**src/rtl/truth_table_scanner.sv**
```systemverilog
// Walks a 3-input gate through all eight input vectors, captures its truth table
// and reports the population count and a comparison against a reference table.
module truth_table_scanner #(
    parameter int unsigned SETTLE   = 1,
    parameter logic [7:0]  EXPECTED = 8'h54
) (
    input  logic       clk,
    input  logic       rst,
    input  logic       start,
    input  logic       F,
    output logic       A,
    output logic       B,
    output logic       C,
    output logic       busy,
    output logic       done,
    output logic [7:0] table_o,
    output logic [3:0] ones_count,
    output logic       match
);

    typedef enum logic [1:0] {IDLE, DRIVE, SAMPLE, DONE} state_t;

    localparam logic [3:0] SETTLE_L = 4'(SETTLE);

    state_t     state_q, state_d;
    logic [2:0] index_q, index_d;
    logic [3:0] settle_q, settle_d;
    logic [7:0] table_q, table_d;
    logic [3:0] ones_q, ones_d;
    logic       match_q, match_d;

    function automatic logic [3:0] popcount8(input logic [7:0] v);
        logic [3:0] n;
        n = 4'd0;
        for (int i = 0; i < 8; i++) begin
            n = n + {3'b000, v[i]};
        end
        return n;
    endfunction

    always_ff @(posedge clk or posedge rst) begin
        if (rst) begin
            state_q <= IDLE;
        end else begin
            state_q <= state_d;
        end
    end

    always_comb begin
        state_d = state_q;
        case (state_q)
            IDLE:    if (start) state_d = DRIVE;
            DRIVE:   if (settle_q <= 4'd1) state_d = SAMPLE;
            SAMPLE:  state_d = (index_q == 3'd7) ? DONE : DRIVE;
            DONE:    state_d = IDLE;
            default: state_d = IDLE;
        endcase
    end

    always_comb begin
        busy = 1'b0;
        done = 1'b0;
        {A, B, C} = 3'b000;
        case (state_q)
            DRIVE, SAMPLE: begin
                busy = 1'b1;
                {A, B, C} = index_q;
            end
            DONE:    done = 1'b1;
            default: ;
        endcase
    end

    // Datapath: index/settle sequencing, table capture and result summary.
    always_comb begin
        index_d  = index_q;
        settle_d = settle_q;
        table_d  = table_q;
        ones_d   = ones_q;
        match_d  = match_q;
        case (state_q)
            IDLE: begin
                if (start) begin
                    index_d  = 3'd0;
                    settle_d = SETTLE_L;
                    table_d  = 8'h00;
                    ones_d   = 4'd0;
                    match_d  = 1'b0;
                end
            end
            DRIVE: settle_d = settle_q - 4'd1;
            SAMPLE: begin
                table_d[index_q] = F;
                if (index_q == 3'd7) begin
                    ones_d  = popcount8(table_d);
                    match_d = (table_d == EXPECTED);
                end else begin
                    index_d  = index_q + 3'd1;
                    settle_d = SETTLE_L;
                end
            end
            DONE:    index_d = 3'd0;
            default: ;
        endcase
    end

    always_ff @(posedge clk or posedge rst) begin
        if (rst) begin
            index_q  <= 3'd0;
            settle_q <= 4'd0;
            table_q  <= 8'h00;
            ones_q   <= 4'd0;
            match_q  <= 1'b0;
        end else begin
            index_q  <= index_d;
            settle_q <= settle_d;
            table_q  <= table_d;
            ones_q   <= ones_d;
            match_q  <= match_d;
        end
    end

    assign table_o    = table_q;
    assign ones_count = ones_q;
    assign match      = match_q;

endmodule

```
**config.mk**
```make
export PLATFORM = sky130hd
export DESIGN_NAME = truth_table_scanner
export DESIGN_NICKNAME = d
export VERILOG_FILES = /design/src/rtl/truth_table_scanner.sv
export SDC_FILE = /design/constraint.sdc
export NUM_CORES = 1
export LEC_CHECK = 0
export ABC_AREA = 1
export BUFFER_PORTS_ARGS = -buffer_cell sky130_fd_sc_hd__buf_2
export CAP_MARGIN = 20
export CORE_UTILIZATION = 35
export DETAILED_ROUTE_END_ITERATION = 16
export GPL_TIMING_DRIVEN = 0
export SLEW_MARGIN = 10
export SYNTH_ARGS = -nofsm -noshare
export SYNTH_HDL_FRONTEND = slang
export SYNTH_SLANG_ARGS = --single-unit
```
**constraint.sdc**
```tcl
create_clock -name clk -period 4.1 [get_ports clk]
set_input_delay 0.82 -clock clk [delete_from_list [all_inputs] [get_ports clk]]
set_output_delay 0.82 -clock clk [all_outputs]
set_load 0.01 [all_outputs]
```
==> summary.md <==
| Metric | Value |
|---|---|
| Post-route ant nets | `0` |
| Setup crit end kind | `flop` |
| Required time of the critical path | `between 4 and 5 ns` |
| Hold Fails Final Rpt | `0` |
| Sw frac | `between 40% and 50%` |
| First-pass GRT wire length | `between 5 and 6 mm` |
| Clock network fraction of total power | `around an eighth` |
| Initial antenna violation count | `0` |
| Pin count of the biggest net entering global routing | `23` |
| Hold Path Class | `flop to flop` |
| Final #Nets | `between 200 and 250` |
| H-tree depth | `1` |
| Power Total | `a little over 1 mW` |
| Period utilisation layout | `a little under nine tenths` |
| Yosys cell types | `25` |
| Power density over the cells | `598 nW/µm²` |
| Synth top area share | `36.7%` |
| CTS root buf | `clkbuf_8` |
| Grt met3 use | `between 2 and 3%` |
| Layout Utilization | `42.2%` |
| Reg clk slew, reported paths | `~0.080 ns` |
| Area contributors post-synth | `dfrtp_1, ha_1, nand2_1, inv_1, nand3_1` |
| Tmin final | `~3.5 ns` |
| Cell Area, Placed | `1670 µm²` |
| Ant. Diodes | `0` |
| Cell Int Power | `0.547 mW` |
| Hold_buf cts | `0` |
| Avg WL per Cell | `11.7 µm` |
| Setup crit start kind | `flop` |
| Slowest stage cell, crit path | `fa_1` |
| Core Area | `approximately 4100 µm²` |
| Drt first pass iters | `4` |
| Vias/cell | `between 4 and 5` |
| RSZ-0062 raised after global routing | `no` |
| Share of layout cells above drive strength 1 | `a little over a fifth` |
| Worst rel slew slack | `between 40% and 50%` |
| CTS tree | `yes` |
| Fin area | `between 1500 and 2000 µm²` |
| Leak | `between 0.9 and 1 nW` |
| Count of routing violations after the opening detailed-route iteration | `27` |
| Total global-route track usage | `15.8%` |
| Area Growth Syn to Fin | `13.9%` |
| Status | `finished, final reports clean` |
| Postcts setup bufs | `0` |
| Initial Util | `between 30 and 40%` |
| Clk_lat worst skew | `0.26 ns` |
| CTS Buffer Depth | `2` |
| Resized Gates After CTS | `0` |
| Synth warnings | `0` |
| Setup TNS | `0 ns` |
| Met2 usage | `26.0%` |
| Vias after detailed routing | `1217` |
| FILL cells | `approximately 440` |
| Mean Syn Cell Area | `slightly above 8 µm²` |
| Cell taking the most area after synthesis | `dfrtp_1` |
| Psw | `between 0.4 and 0.5 mW` |
| DRC | `0` |
| Sink Count | `22` |
| Reg power frac | `approximately 29%` |
| GPL Wtd Cong | `roughly 0.77` |
| Global-route layer with the greatest usage | `met2` |
| Die width | `around 67 µm` |
| Max-Cap Viols | `0` |
| Peak supply drop | `0.237 mV` |
| Skew final | `roughly 0.0022 ns` |
| WS Path Type | `flop to flop` |
| Register bit count reported by yosys | `22` |
| Die Footprint | `4560 µm²` |
| Slowest stage delay, CP | `around 0.56 ns` |
| FMAX | `about 0.28 GHz` |
| Tightest Pin Transition | `~0.87 ns` |
| CTS Buf Count | `3` |
| Syn Nets | `205` |
| Combinational fraction of design power | `between 50 and 60%` |
| GR Overflow Total | `0` |
| CP Cell Sequence | `buf_4 -> inv_2 -> nand3_1 -> o21ai_1 -> fa_1 -> fa_1 -> fa_1 -> inv_1 -> ha_1 -> inv_1 -> fa_1 -> xnor2_1 -> nand3_1 -> nand2_1` |
| HPWL after DPL | `~2.3 mm` |
| Cell count after synthesis | `185` |
| Top Ports | `22` |
| Most frequent cell after synthesis | `nand2_1` |
| Port bufs | `21` |
| Met1 Use GR | `around a fifth` |
| Slew Limit Fails | `0` |
| CP max FO | `9` |
| WL final | `~3.0 mm` |
| Setup-failing EPs final | `0` |
| Post-Place Cells | `256` |
| Vias in the first global route | `1174` |
| Die H | `between 60 and 70 µm` |
| Sequential share of the synthesized area | `36.7%` |
| Synth Flop Type | `dfrtp_1` |
| EDFF count, synth | `0` |
| Cell Count, Final, Fillers Out | `around 260` |
| Arrival time at the worst endpoint | `between 3 and 4 ns` |
| # rows | `23` |
| Cell Area, Synth | `about 1500 µm²` |
| Most frequent cells after synthesis | `nand2_1, inv_1, dfrtp_1` |
| CP most frequent cell | `fa_1` |
| Async set-reset flop share out of synthesis | `100%` |
==> area by class of cell <==
type / count / area [µm²] / share of cell area (%)
multi-input combinational: 123 / 786 / 45.9
tap: 50 / 62.6 / 3.66
timing repair buffer: 21 / 105 / 6.14
inverter: 37 / 139 / 8.12
sequential: 22 / 551 / 32.2
buffer: 3 / 26.3 / 1.54
clock buffer: 3 / 41.3 / 2.41
==> worst paths after layout <==
path	startpoint	to	slack (ns)	depth (start not counted)
hold / removal	ones_count[2]$_DFFE_PP0P_	ones_count[2]$_DFFE_PP0P_	0.48	2
setup / recovery	index_q[1]$_DFFE_PP0P_	ones_count[2]$_DFFE_PP0P_	0.56	14
setup reg to reg	index_q[1]$_DFFE_PP0P_	ones_count[2]$_DFFE_PP0P_	0.56	14
min in group asynchronous	rst	settle_q[0]$_DFFE_PP0P_	0.72	2
max in group asynchronous	rst	table_o[0]$_DFFE_PP0P_	2.84	2
hold reg to reg	ones_count[2]$_DFFE_PP0P_	ones_count[2]$_DFFE_PP0P_	0.48	2
==> through the flow <==
| step | hold WS [ns] | setup slack (ns) |
|---|---|---|
| after global routing | 0.516 | 0.307 |
| after detailed placement | 0.460 | 0.328 |
| after global placement | 0.453 | 0.350 |
| after CTS | 0.481 | 0.518 |
| after floorplan | 0.491 | 0.658 |
| final | 0.477 | 0.563 |
==> flip-flops by register name, indices dropped and copies added, names as in the netlist <==
signal,cells
state_q,2
table_o,8
ones_count,4
match,1
index_q,3
settle_q,4
==> routing by layer <==
metal  wire length [µm]  vias to the layer above
li1                   -                      642
met1               1540                      551
met3                 88                        5
met2               1350                       19
met4                 51                        0
met5                  0                        -
==> critical path: cells and delay by family (launching register included) <==
kind            cells  cell delay, ns
fa+ha+maj           5            2.00
buf+inv             4            0.40
flops               1            0.38
compound gates      1            0.28
simple gates        3            0.24
xor+xnor            1            0.13
==> power groups by stage <==
stage / Clock [mW] / Sequential (mW) / Combinational (mW)
after floorplan: 0 / 0.304 / 0.452
after global placement: 0 / 0.302 / 0.582
after detailed placement: 0 / 0.304 / 0.585
after CTS: 0.143 / 0.299 / 0.596
after global routing: 0.147 / 0.305 / 0.675
final: 0.136 / 0.298 / 0.588
==> cells by family (layout without fill, tap and decap cells) <==
kind of cell | Yosys count | count (layout) | synth area share (%)
simple gates | 80 | 80 | 25.8
fa+ha+maj | 16 | 16 | 15.3
buf+inv | 40 | 64 | 11.0
flops | 22 | 22 | 36.7
xor+xnor | 2 | 2 | 1.17
compound gates | 25 | 25 | 10.0
==> layout by cell type (no fill, tap or decap), drive strengths merged <==
| cell | netlist | layout |
|---|---|---|
| a21oi | 1 | 1 |
| nand2 | 41 | 41 |
| nand4 | 5 | 5 |
| nor3 | 3 | 3 |
| clkbuf | 0 | 3 |
| o21ai | 15 | 15 |
| inv | 37 | 37 |
| o211ai | 1 | 1 |
| buf | 3 | 24 |
| fa | 4 | 4 |
| dfrtp | 22 | 22 |
| xor2 | 1 | 1 |
| o21a | 1 | 1 |
| nand3 | 17 | 17 |
| ha | 12 | 12 |
| xnor2 | 1 | 1 |
| nor2 | 14 | 14 |
| o22ai | 7 | 7 |
No activity file was read; power rests on OpenSTA's default activity.
